**src/rtl/axi_defs_pkg.sv**
```systemverilog
// Shared AXI constants, bridge FSM encoding and the write-strobe decode used by
// the SRAM-like to AXI3 bridges.
package axi_defs_pkg;

  localparam logic [1:0] BURST_INCR = 2'b01;
  localparam logic [1:0] SIZE_BYTE  = 2'd0;
  localparam logic [1:0] SIZE_HALF  = 2'd1;
  localparam logic [1:0] SIZE_WORD  = 2'd2;

  typedef enum logic [2:0] {
    ST_IDLE    = 3'd0,
    ST_RD_ADDR = 3'd1,
    ST_RD_DATA = 3'd2,
    ST_WR_REQ  = 3'd3,
    ST_WR_RESP = 3'd4
  } bridge_state_t;

  // Lane enables for a lane-aligned store; size 3 is illegal and writes nothing.
  function automatic logic [3:0] wstrb_decode(input logic [1:0] size, input logic [1:0] lo);
    logic [3:0] strb;
    case (size)
      SIZE_BYTE: strb = 4'b0001 << lo;
      SIZE_HALF: strb = lo[1] ? 4'b1100 : 4'b0011;
      SIZE_WORD: strb = 4'b1111;
      default:   strb = 4'b0000;
    endcase
    return strb;
  endfunction

endpackage

```
**src/rtl/sram_axi_bridge_if.sv**
```systemverilog
// AXI3 master-side channel bundle for one cache channel; the bridge takes the
// master view, the crossbar (or a bench slave model) the slave view.
interface sram_axi_bridge_if #(
  parameter int ID_W = 4
);
  logic [ID_W-1:0] arid;
  logic            arvalid;
  logic [31:0]     araddr;
  logic [2:0]      arsize;
  logic [3:0]      arlen;
  logic [1:0]      arburst;
  logic            arready;

  logic [ID_W-1:0] rid;
  logic [31:0]     rdata_axi;
  logic [1:0]      rresp;
  logic            rlast;
  logic            rvalid;
  logic            rready;

  logic [ID_W-1:0] awid;
  logic            awvalid;
  logic [31:0]     awaddr;
  logic [2:0]      awsize;
  logic [3:0]      awlen;
  logic [1:0]      awburst;
  logic            awready;

  logic [ID_W-1:0] wid;
  logic            wvalid;
  logic [31:0]     wdata_axi;
  logic [3:0]      wstrb;
  logic            wlast;
  logic            wready;

  logic [ID_W-1:0] bid;
  logic [1:0]      bresp;
  logic            bvalid;
  logic            bready;

  modport master (
    output arid, arvalid, araddr, arsize, arlen, arburst,
    input  arready,
    input  rid, rdata_axi, rresp, rlast, rvalid,
    output rready,
    output awid, awvalid, awaddr, awsize, awlen, awburst,
    input  awready,
    output wid, wvalid, wdata_axi, wstrb, wlast,
    input  wready,
    input  bid, bresp, bvalid,
    output bready
  );

  modport slave (
    input  arid, arvalid, araddr, arsize, arlen, arburst,
    output arready,
    output rid, rdata_axi, rresp, rlast, rvalid,
    input  rready,
    input  awid, awvalid, awaddr, awsize, awlen, awburst,
    output awready,
    input  wid, wvalid, wdata_axi, wstrb, wlast,
    output wready,
    output bid, bresp, bvalid,
    input  bready
  );

endinterface

```
**src/rtl/axi_wstrb_gen.sv**
```systemverilog
// Write-strobe generator: access size plus low address bits to AXI byte lanes.
// Shared with the uncached store path.
module axi_wstrb_gen
  import axi_defs_pkg::*;
(
  input  logic [1:0] size,
  input  logic [1:0] addr_lo,
  output logic [3:0] wstrb
);

  assign wstrb = wstrb_decode(size, addr_lo);

endmodule

```
**src/rtl/sram_axi_bridge.sv**
```systemverilog
// SRAM-like request responder that turns each accepted request into a single
// beat AXI3 read or write; one transaction in flight, strictly in order.
module sram_axi_bridge
  import axi_defs_pkg::*;
#(
  parameter int            ID_W   = 4,
  parameter logic [ID_W-1:0] AXI_ID = 4'd0
) (
  input  logic                 clk,
  input  logic                 rst,
  input  logic                 req,
  input  logic                 wr,
  input  logic [1:0]           size,
  input  logic [31:0]          addr,
  input  logic [31:0]          wdata,
  output logic [31:0]          rdata,
  output logic                 addr_ok,
  output logic                 data_ok,
  sram_axi_bridge_if.master    axi
);

  bridge_state_t state_r, state_nxt_s;
  logic [1:0]    size_r;
  logic [31:0]   addr_r;
  logic [31:0]   wdata_r;
  logic [31:0]   rdata_r;
  logic          aw_done_r;
  logic          w_done_r;
  logic          data_ok_r;
  logic          accept_s;
  logic          aw_hs_s;
  logic          w_hs_s;
  logic          done_s;
  logic          awvalid_s;
  logic          wvalid_s;
  logic [3:0]    wstrb_s;
  logic          unused_s;

  // Requests are only taken in IDLE; addr_ok is held low while reset is applied.
  assign accept_s  = (state_r == ST_IDLE) && req && !rst;
  assign awvalid_s = (state_r == ST_WR_REQ) && !aw_done_r;
  assign wvalid_s  = (state_r == ST_WR_REQ) && !w_done_r;
  assign aw_hs_s   = awvalid_s && axi.awready;
  assign w_hs_s    = wvalid_s && axi.wready;

  // Next-state decode; done_s marks the response handshake that ends a transaction.
  always_comb begin
    state_nxt_s = state_r;
    done_s      = 1'b0;
    case (state_r)
      ST_IDLE: begin
        if (req) state_nxt_s = wr ? ST_WR_REQ : ST_RD_ADDR;
        else     state_nxt_s = ST_IDLE;
      end
      ST_RD_ADDR: begin
        if (axi.arready) state_nxt_s = ST_RD_DATA;
        else             state_nxt_s = ST_RD_ADDR;
      end
      ST_RD_DATA: begin
        if (axi.rvalid) begin
          state_nxt_s = ST_IDLE;
          done_s      = 1'b1;
        end else begin
          state_nxt_s = ST_RD_DATA;
        end
      end
      ST_WR_REQ: begin
        if ((aw_done_r || aw_hs_s) && (w_done_r || w_hs_s)) state_nxt_s = ST_WR_RESP;
        else                                                  state_nxt_s = ST_WR_REQ;
      end
      ST_WR_RESP: begin
        if (axi.bvalid) begin
          state_nxt_s = ST_IDLE;
          done_s      = 1'b1;
        end else begin
          state_nxt_s = ST_WR_RESP;
        end
      end
      default: state_nxt_s = ST_IDLE;
    endcase
  end

  // State register.
  always_ff @(posedge clk or posedge rst) begin
    if (rst) state_r <= ST_IDLE;
    else     state_r <= state_nxt_s;
  end

  // Request capture, per-channel write completion flags, read data and data_ok.
  always_ff @(posedge clk or posedge rst) begin
    if (rst) begin
      size_r    <= 2'd0;
      addr_r    <= 32'd0;
      wdata_r   <= 32'd0;
      rdata_r   <= 32'd0;
      aw_done_r <= 1'b0;
      w_done_r  <= 1'b0;
      data_ok_r <= 1'b0;
    end else begin
      if (accept_s) begin
        size_r  <= size;
        addr_r  <= addr;
        wdata_r <= wdata;
      end
      // Flags live only inside WR_REQ so every write starts with both valids up.
      if (state_r != ST_WR_REQ) begin
        aw_done_r <= 1'b0;
        w_done_r  <= 1'b0;
      end else begin
        if (aw_hs_s) aw_done_r <= 1'b1;
        if (w_hs_s)  w_done_r  <= 1'b1;
      end
      if ((state_r == ST_RD_DATA) && axi.rvalid) rdata_r <= axi.rdata_axi;
      data_ok_r <= done_s;
    end
  end

  axi_wstrb_gen u_wstrb (
    .size    (size_r),
    .addr_lo (addr_r[1:0]),
    .wstrb   (wstrb_s)
  );

  assign addr_ok = accept_s;
  assign data_ok = data_ok_r;
  assign rdata   = rdata_r;

  assign axi.arid    = AXI_ID;
  assign axi.arvalid = (state_r == ST_RD_ADDR);
  assign axi.araddr  = addr_r;
  assign axi.arsize  = {1'b0, size_r};
  assign axi.arlen   = 4'd0;
  assign axi.arburst = BURST_INCR;
  assign axi.rready  = (state_r == ST_RD_DATA);

  assign axi.awid    = AXI_ID;
  assign axi.awvalid = awvalid_s;
  assign axi.awaddr  = addr_r;
  assign axi.awsize  = {1'b0, size_r};
  assign axi.awlen   = 4'd0;
  assign axi.awburst = BURST_INCR;

  assign axi.wid       = AXI_ID;
  assign axi.wvalid    = wvalid_s;
  assign axi.wdata_axi = wdata_r;
  assign axi.wstrb     = wstrb_s;
  assign axi.wlast     = 1'b1;
  assign axi.bready    = (state_r == ST_WR_RESP);

  // Response IDs and error codes carry no information for a single in-order requester.
  assign unused_s = ^{axi.rid, axi.rresp, axi.rlast, axi.bid, axi.bresp};

endmodule

```
**src/flat_wrapper.sv**
```systemverilog
// flat-port wrapper written by rule: the top's interface ports become plain ports
module sram_axi_bridge_flat import axi_defs_pkg::*;
#(
  parameter int            ID_W   = 4,
  parameter logic [ID_W-1:0] AXI_ID = 4'd0
)
  (clk, rst, req, wr, size, addr, wdata, rdata, addr_ok, data_ok, axi_arid, axi_arvalid, axi_araddr, axi_arsize, axi_arlen, axi_arburst, axi_arready, axi_rid, axi_rdata_axi, axi_rresp, axi_rlast, axi_rvalid, axi_rready, axi_awid, axi_awvalid, axi_awaddr, axi_awsize, axi_awlen, axi_awburst, axi_awready, axi_wid, axi_wvalid, axi_wdata_axi, axi_wstrb, axi_wlast, axi_wready, axi_bid, axi_bresp, axi_bvalid, axi_bready);
  sram_axi_bridge_if #(.ID_W(ID_W)) axi_i ();
  input  logic clk;
  input  logic rst;
  input  logic req;
  input  logic wr;
  input  logic [1:0] size;
  input  logic [31:0] addr;
  input  logic [31:0] wdata;
  output logic [31:0] rdata;
  output logic addr_ok;
  output logic data_ok;
  output wire logic [$bits(axi_i.arid)-1:0] axi_arid;
  output wire logic [$bits(axi_i.arvalid)-1:0] axi_arvalid;
  output wire logic [$bits(axi_i.araddr)-1:0] axi_araddr;
  output wire logic [$bits(axi_i.arsize)-1:0] axi_arsize;
  output wire logic [$bits(axi_i.arlen)-1:0] axi_arlen;
  output wire logic [$bits(axi_i.arburst)-1:0] axi_arburst;
  input wire logic [$bits(axi_i.arready)-1:0] axi_arready;
  input wire logic [$bits(axi_i.rid)-1:0] axi_rid;
  input wire logic [$bits(axi_i.rdata_axi)-1:0] axi_rdata_axi;
  input wire logic [$bits(axi_i.rresp)-1:0] axi_rresp;
  input wire logic [$bits(axi_i.rlast)-1:0] axi_rlast;
  input wire logic [$bits(axi_i.rvalid)-1:0] axi_rvalid;
  output wire logic [$bits(axi_i.rready)-1:0] axi_rready;
  output wire logic [$bits(axi_i.awid)-1:0] axi_awid;
  output wire logic [$bits(axi_i.awvalid)-1:0] axi_awvalid;
  output wire logic [$bits(axi_i.awaddr)-1:0] axi_awaddr;
  output wire logic [$bits(axi_i.awsize)-1:0] axi_awsize;
  output wire logic [$bits(axi_i.awlen)-1:0] axi_awlen;
  output wire logic [$bits(axi_i.awburst)-1:0] axi_awburst;
  input wire logic [$bits(axi_i.awready)-1:0] axi_awready;
  output wire logic [$bits(axi_i.wid)-1:0] axi_wid;
  output wire logic [$bits(axi_i.wvalid)-1:0] axi_wvalid;
  output wire logic [$bits(axi_i.wdata_axi)-1:0] axi_wdata_axi;
  output wire logic [$bits(axi_i.wstrb)-1:0] axi_wstrb;
  output wire logic [$bits(axi_i.wlast)-1:0] axi_wlast;
  input wire logic [$bits(axi_i.wready)-1:0] axi_wready;
  input wire logic [$bits(axi_i.bid)-1:0] axi_bid;
  input wire logic [$bits(axi_i.bresp)-1:0] axi_bresp;
  input wire logic [$bits(axi_i.bvalid)-1:0] axi_bvalid;
  output wire logic [$bits(axi_i.bready)-1:0] axi_bready;
  assign axi_arid = axi_i.arid;
  assign axi_arvalid = axi_i.arvalid;
  assign axi_araddr = axi_i.araddr;
  assign axi_arsize = axi_i.arsize;
  assign axi_arlen = axi_i.arlen;
  assign axi_arburst = axi_i.arburst;
  assign axi_i.arready = axi_arready;
  assign axi_i.rid = axi_rid;
  assign axi_i.rdata_axi = axi_rdata_axi;
  assign axi_i.rresp = axi_rresp;
  assign axi_i.rlast = axi_rlast;
  assign axi_i.rvalid = axi_rvalid;
  assign axi_rready = axi_i.rready;
  assign axi_awid = axi_i.awid;
  assign axi_awvalid = axi_i.awvalid;
  assign axi_awaddr = axi_i.awaddr;
  assign axi_awsize = axi_i.awsize;
  assign axi_awlen = axi_i.awlen;
  assign axi_awburst = axi_i.awburst;
  assign axi_i.awready = axi_awready;
  assign axi_wid = axi_i.wid;
  assign axi_wvalid = axi_i.wvalid;
  assign axi_wdata_axi = axi_i.wdata_axi;
  assign axi_wstrb = axi_i.wstrb;
  assign axi_wlast = axi_i.wlast;
  assign axi_i.wready = axi_wready;
  assign axi_i.bid = axi_bid;
  assign axi_i.bresp = axi_bresp;
  assign axi_i.bvalid = axi_bvalid;
  assign axi_bready = axi_i.bready;
  sram_axi_bridge #(.ID_W(ID_W), .AXI_ID(AXI_ID)) u_core (.clk(clk), .rst(rst), .req(req), .wr(wr), .size(size), .addr(addr), .wdata(wdata), .rdata(rdata), .addr_ok(addr_ok), .data_ok(data_ok), .axi(axi_i));
endmodule
```
**config.mk**
```make
export PLATFORM = sky130hd
export DESIGN_NAME = sram_axi_bridge_flat
export DESIGN_NICKNAME = d
export VERILOG_FILES = /design/src/rtl/axi_defs_pkg.sv /design/src/rtl/sram_axi_bridge_if.sv /design/src/rtl/axi_wstrb_gen.sv /design/src/rtl/sram_axi_bridge.sv /design/src/flat_wrapper.sv
export SDC_FILE = /design/constraint.sdc
export NUM_CORES = 1
export LEC_CHECK = 0
export ABC_AREA = 0
export ABC_CLOCK_PERIOD_IN_PS = 5190
export CORE_AREA = 2 2 113 115
export CTS_CLUSTER_SIZE = 40
export DETAILED_ROUTE_END_ITERATION = 8
export DIE_AREA = 0 0 115 117
export PLACE_DENSITY = 0.88
export SETUP_SLACK_MARGIN = 0.3
export SKIP_LAST_GASP = 1
export SYNTH_ARGS = -nofsm -noshare
export SYNTH_HDL_FRONTEND = slang
export SYNTH_SLANG_ARGS = --single-unit
```
**constraint.sdc**
```tcl
create_clock -name clk -period 5.19 [get_ports clk]
set_clock_uncertainty 0.05 [all_clocks]
set_input_delay 1.038 -clock clk [delete_from_list [all_inputs] [get_ports clk]]
set_output_delay 1.038 -clock clk [all_outputs]
set_load 0.01 [all_outputs]
```
# [Yosys cells after proc, flatten, opt, wreduce, memory -nomap -nowiden]
# Index checks and enable logic that the tools add are counted.
[totals] ff_bits=104 latchBits=0 mem_bits_rw=0 romBits=0 input_bits=120 out_inout_bits=170 elab_cells=49 memories=0
[classes] addsub=0 mul=0 div=0 magnitude_cmp=0 eq_ne=7 shift=1 n_mux=16 bitwise_logic=0 n_reduce_logical=17
[ops] cell="$pmux 3 s5" n=1
[ops] cell="$pmux 4 s3" n=1
[ops] cell="$mux 3" n=3
[ops] cell="$logic_and 1x1->1" n=8
[ops] cell="$eq 3x2->1 const B" n=2
[ops] cell="$mux 1" n=6
[ops] cell="$mux 2" n=3
[ops] cell="$mux 4" n=1
[ops] cell="$reduce_bool 2->1" n=2
[ops] cell="$shl 1x2->4 const A" n=1
[ops] cell="$eq 3x1->1 const B" n=1
[ops] cell="$eq 3x3->1 const B" n=1
[ops] cell="$logic_not 1->1" n=3
[ops] cell="$logic_not 3->1" n=1
[ops] cell="$ne 3x2->1 const B" n=1
[ops] cell="$eq 2x1->1 const B" n=1
[ops] cell="$eq 2x2->1 const B" n=1
[ops] cell="$logic_not 2->1" n=1
[ops] cell="$logic_or 1x1->1" n=2
[ops] cell="$pmux 1 s2" n=1

# [Logic depth before layout (Yosys ltp)]
# Gate-level depths: netlist of the first run.
[logic_depth] word_depth=7 ltp_mapped=5 mapped_depth_nobuf=4

# [Hierarchy]
# A second synthesis of the first run with hierarchy kept.
[hier_totals] hier_cells=314 hier_area_um2=4610.7
[by_module_without_submodules] mod="sram_axi_bridge" n_inst=1 cells_per_inst=306 area_each_um2=4544.4 seq_area_each_um2=2602.5
[by_module_without_submodules] mod="axi_wstrb_gen" n_inst=1 cells_per_inst=8 area_each_um2=66.3 seq_area_each_um2=0.0

# [Worst setup path after synthesis of the first run]
# No wires, ideal clock.
[synth_timing] kind="input port to output port" startpoint="input port rst" endpoint="output port addr_ok" t_arrival_ps=1632 required_ps=4102 path_slack_ps=2470 path_stages=5 n_path_buf=2 path_cell_list="nor2_1 -> nand3_1 -> buf_4 -> buf_6 -> inv_1"
[synth_via] elab_chain_cells=2
[synth_rtl] element="start: declaration" line_no="flat_wrapper.sv:10" text="input logic rst;"
[synth_rtl] element="$logic_not 1->1" line_no="sram_axi_bridge.sv:40" text="assign accept_s = (state_r == ST_IDLE) && req && !rst;"
[synth_rtl] element="$logic_and 1x1->1" line_no="sram_axi_bridge.sv:40"
[synth_rtl] element="end: declaration" line_no="flat_wrapper.sv:17" text="output logic addr_ok;"
# No other way between the ends.

# [Worst setup path in the final report of the first run]
# Same ends and word-level chain as after synthesis.

==> results of run 1 <==
[state kept, by name, summed over array words and instances, names as in the netlist]
signal	cells
u_core.rdata	32
u_core.data_ok	1
u_core.axi.araddr	32
u_core.aw_done_r	1
u_core.state_r	3
u_core.axi.wdata_axi	32
u_core.w_done_r	1
u_core.size_r	2
[cell type report]
cell class / instances / area (µm²) / share of cell area, %
Sequential cell: 104 / 2600 / 36.7
Timing Repair Buffer: 252 / 2510 / 35.5
Multi-Input combinational cell: 162 / 1430 / 20.1
Clock buffer: 11 / 253 / 3.57
Tap cell: 150 / 188 / 2.65
Clock inverter: 4 / 77.6 / 1.10
Inverter: 5 / 21.3 / 0.300
[where the power goes]
part	leakage, nW	switching [mW]	total (mW)	internal (mW)
logic	1.60	0.789	2.18	1.39
registers	1.24	0.274	1.49	1.22
clock network	0.162	0.288	0.736	0.448
total	3.00	1.35	4.41	3.06
[worst min path at each step]
stage	slack (ns)	to	depth (start not counted)
6_report	0.45	u_core.rdata[15]$_DFFE_PP0P_	1
5_1_grt	0.47	u_core.axi.wdata_axi[28]$_DFFE_PP0P_	1
4_1_cts	0.45	u_core.rdata[15]$_DFFE_PP0P_	1
3_5_place_dp	0.43	u_core.rdata[15]$_DFFE_PP0P_	1
3_3_place_gp	0.42	u_core.rdata[15]$_DFFE_PP0P_	1
2_1_floorplan	0.44	u_core.state_r[0]$_DFF_PP0_	1
[kinds of logic (layout without fill, tap and decap cells)]
logic type,after synthesis,after routing,synth area share [%]
AO/OA/AOI/OAI,14,14,1.77
flip-flops,104,104,57.5
other,2,27,0.166
multiplexers,100,100,24.8
AND/OR/NAND/NOR,21,21,2.38
buffers and inverters,78,272,13.4
[stage by stage]
stage	cells	utilization, %	hold WS [ns]	worst slack, ns	total power [mW]
after floorplan	344	-	0.444	1.37	2.54
after global placement	673	54.8	0.419	1.67	3.61
after detailed placement	673	54.8	0.433	1.66	3.71
after CTS	688	57.5	0.454	1.66	4.46
after global routing	688	57.5	0.475	1.61	4.66
final	688	57.5	0.447	1.69	4.41
[layer usage]
| layer | global-route usage (%) | vias to the layer above | share of wire (%) |
|---|---|---|---|
| met3 | 5.77 | 18 | 7.8 |
| met4 | 6.18 | 0 | 1.9 |
| met2 | 29.0 | 152 | 54 |
| li1 | - | 1423 | - |
| met1 | 16.8 | 1546 | 36 |
| met5 | 0 | - | 0 |
[cells in the mapped netlist]
cell type  instances  area [µm²]
a21oi_1            5        25.0
buf_2              3        15.0
nand3_1            2        10.0
buf_12             3        60.1
inv_1              5        18.8
nand2_1            2        7.51
nor2b_1            4        25.0
a21o_1             1        7.51
mux2_2            96        1080
mux2_1             2        22.5
dfrtp_1          104        2600
buf_4             62         465
nor2_1             9        33.8
a31oi_1            1        6.26
o32ai_1            1        8.76
nand2b_1           1        6.26
nor3b_2            1        12.5
clkbuf_1           1        3.75
o22ai_1            2        12.5
mux2i_1            2        20.0
o21ai_0            4        20.0
buf_6              4        45.0
and2_1             2        12.5
conb_1             2        7.51
[worst max-delay path, delay by kind of cell]
| kind | cells | cell delay (ns) |
|---|---|---|
| buf+inv | 3 | 1.08 |
| simple gates | 2 | 0.29 |
==> flow_summary.yaml, run 1 <==
cells_and_area:
  fillers: 1013
  design_area_mm2: 0.00708
  syn_to_final_growth_pct: 56.4
  final_nets: 654
  final_common_cell: "clkdlybuf4s50_1"
  n_antenna_cell: 0
  final_cell_mix: "249 x clkdlybuf4s50_1, 104 x dfrtp_1, 96 x mux2_2"
  drive_gt1_share_pct: 21.7
setup_path:
  crit_chain: "clkdlybuf4s50_1, nor2_1, nand3_4, inv_1, clkdlybuf4s50_1"
  crit_end: "addr_ok"
  crit_slowest_cell: "clkdlybuf4s50_1"
  required_ns: 4.10
  cp_data_arrival_time_ns: 2.41
  worst_setup_path_end_kind: "output pin"
  timing.rr.end: "u_core.axi.wdata_axi[8]$_DFFE_PP0P_"
  crit_top_cell: "clkdlybuf4s50_1"
  worstPathMaxFanout: 2
  cp-start-kind: "input pin"
  slowest_delay_ns: 0.54
  r2r_start: "u_core.state_r[0]$_DFF_PP0_"
  critPathLaunch: "rst"
  path_class: "in -> out"
  rrSetupSlack_ns: 3.18
  r2r_cells: 4
logic_synthesis:
  netlist_instances: 319
  synth-warning-count: 0
  synth_seq_cells: 104
  yosysSeqAreaShare_pct: 57.5
  synth.avg_cell_area_um2: 14.2
  ys_types: 24
  syn-cell-area_mm2: 0.00453
sta:
  worst_pin_slew_ns: 1.02
  fin_crit_sh_pct: 67.4
  tns_ns: 0
  slew_violations: 0
  max-slew-margin-rel_pct: 31.8
  setup_violations: 0
  clock.fmax_ghz: 0.286
  hold_violations: 0
  min_period_ns: 3.50
  rsz0062_at_grt: "false"
job:
  cap_viol_max_count: 0
placed_design:
  placed_area_mm2: 0.00675
  dpl.hpwl_um: 8660
  gp_congestion: 0.721
  port_buffers: 249
global_route:
  grt_pass1_wl_um: 16400
  overflow: 0
  antenna_found_initial: 0
  grt_pass1_vias: 3222
  grt_util_all_layers_pct: 15.9
  grt_max_degree: 86
floorplanning:
  die_w_um: 115
  start_util_pct: 36.8
  placement_rows: 41
  core_region_area_mm2: 0.0123
  io_pins: 290
  die_area_mm2: 0.0135
  fp.dieH_um: 117
routing:
  vias: 3139
  ant_nets: 0
  drtIter0Drc: 85
  via_per_inst: 4.56
  drt-pass1-iter-count: 4
  wl_per_cell_um: 16.3
  drc: 0
  drt-total-wl_um: 11200
clock_tree:
  cts.sinks: 104
  path_clk_slew_ns: 0.07
  cts_root_buffer: "clkbuf_16"
  cts.path.max_buffers: 2
  numCtsBuffers: 9
  cts_hold_buf: 0
  htreeDepth: 3
  insertion_delay_ns: 0.33
  cts_resized: 0
  cts_setup_buffers: 0
  cts_tree: "built"
status:
  status: "finished, final reports clean"
power:
  p_per_area_mw_per_mm2: 622
  peakVddDrop_mv: 0.330
  p_leak_nw: 3.00
hold_path:
  min_from: "u_core.rdata[15]$_DFFE_PP0P_"
  hold_class: "reg -> reg"
Power figures use the tool's default switching activity.
==> inputs of run 2 (changes only) <==
--- a/config.mk
+++ b/config.mk
@@ -6,12 +6,12 @@
 export NUM_CORES = 1
 export LEC_CHECK = 0
 export ABC_AREA = 0
-export ABC_CLOCK_PERIOD_IN_PS = 5190
-export CORE_AREA = 2 2 113 115
+export ABC_CLOCK_PERIOD_IN_PS = 2840
+export CORE_MARGIN = 2
+export CORE_UTILIZATION = 33
 export CTS_CLUSTER_SIZE = 40
 export DETAILED_ROUTE_END_ITERATION = 8
-export DIE_AREA = 0 0 115 117
-export PLACE_DENSITY = 0.88
+export PLACE_DENSITY = 0.83
 export SETUP_SLACK_MARGIN = 0.3
 export SKIP_LAST_GASP = 1
 export SYNTH_ARGS = -nofsm -noshare
==> constraint.sdc (replaced) <==
create_clock -name clk -period 2.84 [get_ports clk]
set_clock_uncertainty 0.05 [all_clocks]
set_input_delay 0.568 -clock clk [delete_from_list [all_inputs] [get_ports clk]]
set_output_delay 0.568 -clock clk [all_outputs]
set_load 0.01 [all_outputs]
==> run 2 against run 1 <==
Compared with the run above:
- cell area is 0.53% higher
- highest routed layer unchanged
- routed wire length is 4.8% lower
- register-to-register slack worse by 2.3 ns
- total power is 81% higher
==> flow_summary.yaml, run 2 (synthesis results as in run 1) <==
power:
  sw_frac_of_total_pct: 30.7
  pwr-share-comb_pct: 49.8
  seq_power_share_pct: 34.0
  p_sw_mw: 2.45
  p_per_area_mw_per_mm2: 1120
  power.share.clock_pct: 16.2
  p_leak_nw: 3.00
  peakVddDrop_mv: 0.669
  p_int_mw: 5.53
sta:
  hold_violations: 0
  whs_ns: 0.454
  setup_violations: 0
  max-slew-margin-rel_pct: 43.2
  slew_violations: 0
  tns_ns: 0
  fin_crit_sh_pct: 86.0
  min_period_ns: 2.44
  worst_pin_slew_ns: 0.852
  rsz0062_at_grt: "false"
  clock.fmax_ghz: 0.409
global_route:
  grt_util_all_layers_pct: 14.4
  antenna_found_initial: 0
  grt_pass1_wl_um: 16600
  grt_max_degree: 67
  overflow: 0
  grt_pass1_vias: 3337
setup_path:
  critPathLaunch: "u_core.state_r[1]$_DFF_PP0_"
  r2r_start: "u_core.state_r[2]$_DFF_PP0_"
  cp-start-kind: "flop"
  required_ns: 2.22
  cp_data_arrival_time_ns: 1.83
  worstPathMaxFanout: 7
  path_class: "reg -> out"
  worst_setup_path_end_kind: "output pin"
clock_tree:
  htreeDepth: 3
  cts_root_buffer: "clkbuf_16"
  cts.path.max_buffers: 2
  cts_tree: "built"
  cts_setup_buffers: 0
  insertion_delay_ns: 0.34
  cts.sinks: 104
  numCtsBuffers: 9
  path_clk_slew_ns: 0.07
cells_and_area:
  syn_to_final_growth_pct: 57.2
  final_nets: 656
  final_core_util_pct: 53.3
  final_cell_mix: "248 x clkdlybuf4s50_1, 103 x dfrtp_1, 96 x mux2_2"
  design_area_mm2: 0.00712
  final_common_cell: "clkdlybuf4s50_1"
  drive_gt1_share_pct: 22.4
  n_antenna_cell: 0
  layout.cells.non_filler: 717
status:
  status: "finished, final reports clean"
routing:
  vias: 3134
  via_per_inst: 4.37
  drt-pass1-iter-count: 2
  drtIter0Drc: 75
  drt-total-wl_um: 10700
  wl_per_cell_um: 14.9
  drc: 0
  ant_nets: 0
floorplanning:
  core_region_area_mm2: 0.0133
  fp.dieH_um: 121
  placement_rows: 42
  die_w_um: 121
  io_pins: 290
  die_area_mm2: 0.0147
  start_util_pct: 33.9
hold_path:
  hold_class: "reg -> reg"
  min_from: "u_core.axi.wdata_axi[10]$_DFFE_PP0P_"
placed_design:
  port_buffers: 249
  placed_cells: 701
  gp_congestion: 0.767
  placed_area_mm2: 0.00680
  dpl.hpwl_um: 8070
job:
  cap_viol_max_count: 0
[run 2: changes by cell type in the layout (fill, tap and decap cells not counted), sizes merged]
cell           delta
dlygate4sd2       +1
clkinv            -2
clkdlybuf4s50     -1
bufinv            -1
clkbuf            +2
buf               +2
clkinvlp          +2
[run 2: layout make-up]
class	count	area, µm²
Timing Repair Buffer	254	2530
Multi-Input combinational cell	162	1430
Tap cell	176	220
Fill cell	1163	6230
Inverter	5	22.5
Clock buffer	13	270
Clock inverter	3	46.3
Sequential cell	104	2600
[run 2: path summary, 6_finish.rpt]
path	endpoint	slack (ns)	depth (start not counted)
hold / removal	u_core.axi.wdata_axi[10]$_DFFE_PP0P_	0.45	1
hold reg to reg	u_core.axi.wdata_axi[10]$_DFFE_PP0P_	0.45	1
setup reg to reg	u_core.axi.araddr[7]$_DFFE_PP0P_	0.88	4
min in group asynchronous	u_core.rdata[27]$_DFFE_PP0P_	0.75	3
setup / recovery	axi_bready	0.40	4
max in group asynchronous	u_core.state_r[0]$_DFF_PP0_	1.50	3
[run 2: worst max-delay path: stages (launching register included)]
cell	delay [ns]
dfrtp_1	0.44
nor2_1	0.28
nand2_1	0.13
inv_1	0.09
clkdlybuf4s50_1	0.55
[run 2: power groups by stage]
stage          clock network, mW  logic [mW]  registers (mW)
2_1_floorplan                  0        1.64            3.01
3_3_place_gp                   0        3.93            2.69
3_5_place_dp                   0        4.01            2.74
4_1_cts                     1.34        4.02            2.72
5_1_grt                     1.40        4.21            2.83
6_report                    1.29        3.97            2.71
[run 2: routing by layer]
| metal | up-vias | global-route usage, % | share of wire [%] |
|---|---|---|---|
| li1 | 1429 | - | - |
| met1 | 1540 | 15.4 | 36 |
| met2 | 146 | 25.5 | 53 |
| met3 | 19 | 4.93 | 8.4 |
| met4 | 0 | 6.82 | 2.6 |
| met5 | - | 0 | 0 |
[run 2: per-stage QoR]
| step | power [mW] | setup WS [ns] |
|---|---|---|
| final | 7.98 | 0.396 |
| after CTS | 8.08 | 0.344 |
| after floorplan | 4.65 | 0.976 |
| after global placement | 6.62 | 0.253 |
| after detailed placement | 6.75 | 0.248 |
| after global routing | 8.44 | 0.305 |
[run 2: timing repair]
| action | 4_1_cts | 5_1_grt |
|---|---|---|
| pin swaps | 0 | 0 |
| hold buffers | 0 | 0 |
| resized for setup | 1 | 2 |
| endpoints found under the hold margin | 0 | 0 |
| setup endpoints to repair | 1 | 2 |
